===== config.mk =====
export PLATFORM = sky130hd
export DESIGN_NAME = fwd_hazard_scoreboard
export DESIGN_NICKNAME = d
export VERILOG_FILES = /design/src/rtl/fwd_hazard_scoreboard.sv
export SDC_FILE = /design/constraint.sdc
export NUM_CORES = 1
export LEC_CHECK = 0
export CAP_MARGIN = 25
export CORE_AREA = 2 2 110 112
export CTS_CLUSTER_DIAMETER = 30
export CTS_CLUSTER_SIZE = 14
export DETAILED_ROUTE_END_ITERATION = 16
export DIE_AREA = 0 0 112 114
export PLACE_DENSITY = 0.78
export SYNTH_ARGS = -nofsm -noshare
export SYNTH_HDL_FRONTEND = slang
export SYNTH_SLANG_ARGS = --single-unit

===== constraint.sdc =====
create_clock -name clk -period 9.55 [get_ports clk]
set_clock_uncertainty 0.1 [all_clocks]
set_input_delay 2.865 -clock clk [delete_from_list [all_inputs] [get_ports clk]]
set_output_delay 2.865 -clock clk [all_outputs]
set_load 0.05 [all_outputs]

===== src/rtl/fwd_hazard_scoreboard.sv =====
// Hazard-detection and operand-forwarding scoreboard for the rv32 pipeline.
// Keeps a shadow record {valid, rd, is_load} for each post-decode stage,
// resolves rs1/rs2 from the youngest in-flight producer and requests a
// load-use stall while the matching load result is not yet on its stage bus.
module fwd_hazard_scoreboard #(
    parameter int unsigned  XLEN           = 32,
    parameter int unsigned  NSTAGE         = 3,
    parameter int unsigned  LOAD_RDY_STAGE = 1,
    parameter int unsigned  CNT_W          = 16,
    localparam int unsigned SEL_W          = $clog2(NSTAGE + 1)
) (
    input  logic                     clk,
    input  logic                     rst,
    input  logic [31:0]              instr_de,
    input  logic                     valid_de,
    input  logic                     hold,
    input  logic                     flush,
    input  logic [XLEN-1:0]          rs1_rf,
    input  logic [XLEN-1:0]          rs2_rf,
    input  logic [NSTAGE*XLEN-1:0]   stage_data,
    output logic [XLEN-1:0]          data_a_mgr,
    output logic [XLEN-1:0]          data_b_mgr,
    output logic [SEL_W-1:0]         fwd_sel_a,
    output logic [SEL_W-1:0]         fwd_sel_b,
    output logic                     stall,
    output logic [CNT_W-1:0]         stall_cnt
);

    typedef enum logic [6:0] {
        OPC_LUI    = 7'b0110111,
        OPC_AUIPC  = 7'b0010111,
        OPC_JAL    = 7'b1101111,
        OPC_JALR   = 7'b1100111,
        OPC_LOAD   = 7'b0000011,
        OPC_OPIMM  = 7'b0010011,
        OPC_OP     = 7'b0110011,
        OPC_BRANCH = 7'b1100011,
        OPC_STORE  = 7'b0100011
    } opcode_e;

    typedef struct packed {
        logic       valid;
        logic [4:0] rd;
        logic       is_load;
    } entry_t;

    typedef struct packed {
        logic [SEL_W-1:0] sel;
        logic [XLEN-1:0]  data;
        logic             late;
    } fwd_t;

    entry_t           shadow_q [NSTAGE];
    entry_t           shadow_d [NSTAGE];
    logic [CNT_W-1:0] cnt_q, cnt_d;

    logic [4:0] rd_de, rs1_de, rs2_de;
    logic       writes_rd, is_load_de, uses_rs1, uses_rs2;
    fwd_t       fwd_a, fwd_b;
    logic       unused_funct;

    assign rd_de        = instr_de[11:7];
    assign rs1_de       = instr_de[19:15];
    assign rs2_de       = instr_de[24:20];
    assign unused_funct = ^{instr_de[31:25], instr_de[14:12]};

    // Opcode classification of the decode instruction.
    always_comb begin
        writes_rd  = 1'b0;
        is_load_de = 1'b0;
        uses_rs1   = 1'b0;
        uses_rs2   = 1'b0;
        case (instr_de[6:0])
            OPC_LUI, OPC_AUIPC, OPC_JAL: writes_rd = 1'b1;
            OPC_JALR, OPC_OPIMM: begin
                writes_rd = 1'b1;
                uses_rs1  = 1'b1;
            end
            OPC_LOAD: begin
                writes_rd  = 1'b1;
                is_load_de = 1'b1;
                uses_rs1   = 1'b1;
            end
            OPC_OP: begin
                writes_rd = 1'b1;
                uses_rs1  = 1'b1;
                uses_rs2  = 1'b1;
            end
            OPC_BRANCH, OPC_STORE: begin
                uses_rs1 = 1'b1;
                uses_rs2 = 1'b1;
            end
            default: ;
        endcase
    end

    // Scan oldest to youngest so the youngest matching producer overwrites.
    function automatic fwd_t lookup(input logic use_src, input logic [4:0] rs,
                                    input logic [XLEN-1:0] rf);
        fwd_t        r;
        int unsigned s;
        r.sel  = '0;
        r.data = rf;
        r.late = 1'b0;
        if (use_src && rs != 5'd0) begin
            for (int unsigned i = 0; i < NSTAGE; i++) begin
                s = NSTAGE - 1 - i;
                if (shadow_q[s].valid && shadow_q[s].rd == rs) begin
                    r.sel  = SEL_W'(s + 1);
                    r.data = stage_data[s*XLEN +: XLEN];
                    r.late = shadow_q[s].is_load && (s < LOAD_RDY_STAGE);
                end
            end
        end
        return r;
    endfunction

    // Operand resolution and load-use stall request.
    always_comb begin
        fwd_a      = lookup(uses_rs1, rs1_de, rs1_rf);
        fwd_b      = lookup(uses_rs2, rs2_de, rs2_rf);
        fwd_sel_a  = fwd_a.sel;
        fwd_sel_b  = fwd_b.sel;
        data_a_mgr = fwd_a.data;
        data_b_mgr = fwd_b.data;
        stall      = valid_de && !flush && (fwd_a.late || fwd_b.late);
    end

    // Next shadow contents and saturating stall counter.
    always_comb begin
        shadow_d[0].valid   = valid_de && !stall && !flush && writes_rd && (rd_de != 5'd0);
        shadow_d[0].rd      = rd_de;
        shadow_d[0].is_load = is_load_de;
        for (int unsigned s = 1; s < NSTAGE; s++) begin
            shadow_d[s] = shadow_q[s-1];
        end
        cnt_d = cnt_q;
        if (stall && cnt_q != '1) begin
            cnt_d = cnt_q + 1'b1;
        end
    end

    // Shadow shift register and counter; both frozen while hold is high.
    always_ff @(posedge clk or posedge rst) begin
        if (rst) begin
            for (int unsigned s = 0; s < NSTAGE; s++) begin
                shadow_q[s] <= '0;
            end
            cnt_q <= '0;
        end else if (!hold) begin
            for (int unsigned s = 0; s < NSTAGE; s++) begin
                shadow_q[s] <= shadow_d[s];
            end
            cnt_q <= cnt_d;
        end
    end

    assign stall_cnt = cnt_q;

endmodule


# == Word-level counts from Yosys, hierarchy flattened ==
# Cells that the tools add are included.
# classes
eq_ne,16
n_mux,12
bitwise_logic,1
addsub,1
reduce_logical,25
# op_table
op,count
$mux 35,8
$eq 5x5->1,6
$eq 7x6->1 const B,3
$eq 7x7->1 const B,3
$add 16x1->16 const B,1
$ne 16x16->1 const B,1
$logic_and 1x1->1,15
$reduce_bool 5->1,3
$eq 7x5->1 const B,2
$eq 7x2->1 const B,1
$reduce_or 7->1,1
$reduce_or 6->1,1
$mux 1,4
$reduce_or 3->1,1
$logic_not 1->1,2
$reduce_and 2->1,1
$logic_or 1x1->1,1
$not 1->1,1
# word_totals
input_bits,197
output_inout_bits,85
regBits,35
elab_cells,63

# == Depth between registers and ports, before layout ==
# depth
depth_word,13
ltp_mapped,9
depth_no_buf,6

# == Worst setup path before layout ==
# OpenSTA, ideal clock, no wires.
# synth_timing
path_kind,input to output
start,in instr_de[15]
end,out data_a_mgr[23]
setup_slack_ns,1.327
t_required_ns,6.585
path_buffers,2
cell_stages,8
t_arrival_ns,5.258
path_cell_list,xor2_1 > nor4_1 > and3_1 > nor2b_1 > clkbuf_1 > clkbuf_1 > a221oi_1 > o21ai_0
# synth_between
elab_chain_cells,6
word_cells_on_any_way,12
cone_classes,eq/ne: 3; mux: 4; reduce/logical: 5
# synth_rtl
item,line_no,text
start: declaration,14,"input logic [31:0] instr_de,"
$eq 5x5->1,108,if (shadow_q[s].valid && shadow_q[s].rd == rs) begin
$logic_and 1x1->1,108,
$mux 35 (3 in series),108,
$mux 35 *,105,if (use_src && rs != 5'd0) begin
end: declaration,21,"output logic [XLEN-1:0] data_a_mgr,"
# Every way passes the cells marked *; elsewhere a longest branch is shown, timed or not.

# == Worst setup path after layout ==
# layout_timing
start,in instr_de[23]
end,out data_b_mgr[26]
# layout_between
elab_chain_cells,6
word_cells_on_any_way,12
cone_classes,eq/ne: 3; mux: 4; reduce/logical: 5
# layout_rtl
item,line_no,text
$eq 5x5->1,108,
$logic_and 1x1->1,108,
$mux 35 (3 in series),108,
$mux 35 *,105,
end: declaration,22,"output logic [XLEN-1:0] data_b_mgr,"
# Marked as above.

==> key figures <==
Run status
  – Status: completed

Yosys
  – Seq/Total Area, Yosys: 22.9%
  – Synthesized cell area: 0.00382 sq mm
  – Main combinational cell family by area after synthesis: compound AO/OA/AOI/OAI gates
  – Ys Warns: 0
  – Simple-gate area share of the yosys netlist: 15.1%
  – Top-count cell post-synth: o21ai_0
  – Post-synthesis register bit count: 35
  – Compound-Gate Fraction of Synth Area: 41.1%
  – Yosys top cell area share: 22.9%
  – Main synth FF type: dfrtp_1
  – Syn Nets: 696
  – Synth Area in Adders: 0.327%
  – Async S/R FF share, synth: 100%
  – Cell count after synthesis: 498
  – Post-synth EDFFs: 0
  – Synth top cells by count: o21ai_0 (119), a221oi_1 (65), clkbuf_1 (45)
  – Count of cell types in the netlist: 43
  – Fraction of synthesized area in multiplexers: 5.30%
  – Cell taking the most area after synthesis: dfrtp_1
  – Syn Area/Cell: 7.68 sq um
  – Xor/xnor share of the synthesized area: 10.3%
  – Top cells by area, synth: dfrtp_1 (23%), o21ai_0 (16%), a221oi_1 (15%), o211ai_1 (6.3%), xor2_1 (6.2%)

Clock tree
  – Clock Path Buffers: 2
  – Worst skew pair latency: 0.28 ns
  – CTS tree: done
  – CTS root buffer: clkbuf_16
  – H-Tree Level Count: 2
  – Gates resized, CTS repair: 0
  – TritonCTS Buffers: 5
  – Clock transition at the registers of the reported paths: 0.05 ns
  – Hold-fix buffers, CTS: 0
  – Setup bufs post-CTS: 0
  – Clock Sink Count: 35

STA
  – Setup repair after global routing missed its margin: no
  – # setup viols final: 0
  – Final Hold Viols: 0
  – TNS Setup: 0 ns
  – Slew Viols, Final: 0
  – Max Freq: 0.115 GHz
  – Final worst path period share: 91.0%
  – Slew @ Worst Pin: 0.900 ns
  – Min Clock Period, post-route: 8.69 ns
  – Worst relative slew slack: 39.8%

Drt
  – Wire length per cell: 20.9 microns
  – Vias post-DR: 5,518
  – Drt initial violations: 568
  – Remaining DRCs: 0
  – Vias per cell: 6.18
  – First-pass iteration count of the detailed router: 6
  – Final wirelength: 18,600 microns
  – Detail Route Antenna Nets: 0

Layout
  – Share of cells above drive strength 1: 16.1%
  – Multi-input logic area: 0.00280 sq mm
  – Nets: 943
  – Syn-to-layout area delta: 75.3%
  – FILL cells: 1,057
  – Register area: 876 sq um
  – Final cell count without fillers: 893
  – Final core utilization: 57.2%

Flow run
  – Max-Cap Viols: 0

Setup path
  – Worst path top cell family by delay: simple AND/OR/NAND/NOR gates
  – CP arrival: 5.72 ns
  – Slowest-stage cell, CP: and3_2
  – Most used cell, CP: buf_4
  – CP required: 6.59 ns
  – Crit. End Element: primary output
  – Max incr delay on CP: 0.59 ns
  – Max Fanout on Critical Path: 32
  – Startpoint types: input port
  – Crit path cell chain: clkdlybuf4s50_1, xor2_1, nor4_1, and3_2, nand2_1, buf_4, o211ai_1, o21ai_0, buf_4
  – Setup Crit Path Kind: in -> out
  – Crit path buf inv count: 3

Floorplanning
  – Die Area: 0.0128 sq mm
  – I/O pin cnt: 282
  – Starting density of the core: 32.7%
  – Core Box Area: 0.0117 sq mm
  – Die height: 114 microns
  – DIE WIDTH: 112 microns
  – Site row count: 40

Min path
  – Min-delay worst type: reg -> reg

Global route
  – Initial antenna violation count: 1
  – GRT Total Usage: 27.6%
  – Pin count of the biggest net entering global routing: 37
  – GRT Residual Overflow: 0
  – First-pass GRT wire length: 28,800 microns
  – Number of global-route vias before repair: 5,471

Place
  – Post-Place Cells: 884
  – Buffers added on ports: 271
  – Detailed-placement wirelength estimate: 13,300 microns
  – Placer Congestion: 0.895

Power
  – Maximum VDD drop: 113 uV
  – Pwr dens: 83.0 mW/mm^2
  – Leakage power figure: 2.49 nW
-- layout make-up --
type,instances,share of cell area (%)
Clock inverter,1,0.0747
Sequential cell,35,13.1
Multi-Input combinational cell,415,41.8
Clock buffer,6,2.07
Inverter,1,0.0560
Antenna cell,1,0.0373
Timing Repair Buffer,287,40.2
Tap cell,147,2.74
-- path summary, 6_finish.rpt --
check | startpoint | to | slack, ns | depth (start not counted)
worst max-delay path | instr_de[23] | data_b_mgr[26] | 0.86 | 9
worst min-delay path | stall_cnt[12]$_DFFE_PP0P_ | stall_cnt[12]$_DFFE_PP0P_ | 0.39 | 1
worst max register to register | shadow_d[11]$_DFFE_PP0N_ | stall_cnt[13]$_DFFE_PP0P_ | 6.34 | 7
worst min register to register | stall_cnt[12]$_DFFE_PP0P_ | stall_cnt[12]$_DFFE_PP0P_ | 0.39 | 1
max in group asynchronous | rst | stall_cnt[5]$_DFFE_PP0P_ | 6.13 | 3
min in group asynchronous | rst | shadow_q[4]$_DFFE_PP0N_ | 2.88 | 3
-- stage by stage --
step                      worst slack (ns)  hold WS, ns  total power, mW  area [sq um]
after floorplan                       1.33        0.380            0.272          3820
after global placement               0.888        0.379            0.393          6540
after detailed placement             0.875        0.380            0.398          6540
after CTS                            0.889        0.394            0.559          6690
after global routing                 0.707        0.419            0.581          6700
final                                0.861        0.391            0.557          6700
-- power breakdown --
part / total (mW) / leakage (nW) / switching (mW) / internal (mW)
sequential: 0.171 / 0.455 / 0.0127 / 0.158
combinational: 0.227 / 1.96 / 0.111 / 0.116
clock: 0.159 / 0.0727 / 0.0570 / 0.102
-- metal layers --
metal	track usage, %	routed length [microns]	up-vias
li1	-	-	2459
met1	33.1	7140	2676
met2	48.9	9320	324
met3	4.41	1510	59
met4	12.1	659	0
met5	0	0	-
-- placed cells by master, fill, tap and decap left out, types with 2 or more instances in the layout --
cell type        count
nand2_1             40
nor4_1               6
a221oi_1            65
dfrtp_1             35
buf_4               81
nor3_1               5
nor2_1              13
nand4_1              9
nand3_1             10
or4_1                2
o21a_1               2
mux2_2              18
clkdlybuf4s50_1    203
xor2_1              27
and3_1               6
buf_12               2
and4_1               2
clkbuf_16            5
o211ai_1            32
o21ai_0            119
o21ai_1             14
xnor2_1             18
nor4b_1              3
-- state kept, by name, indices dropped and copies added, names as in the netlist --
name,cells
stall_cnt,16
shadow_q,6
shadow_d,13
-- cells by family after synthesis --
logic type                 after synthesis
AOI/OAI and AO/OA                      240
xor gates and xnor gates                45
adders and majority gates                1
buffers and inverters                   48
DFF                                     35
muxes                                   18
and+or+nand+nor                        111
Note: power is estimated with default switching activity, not from simulation.
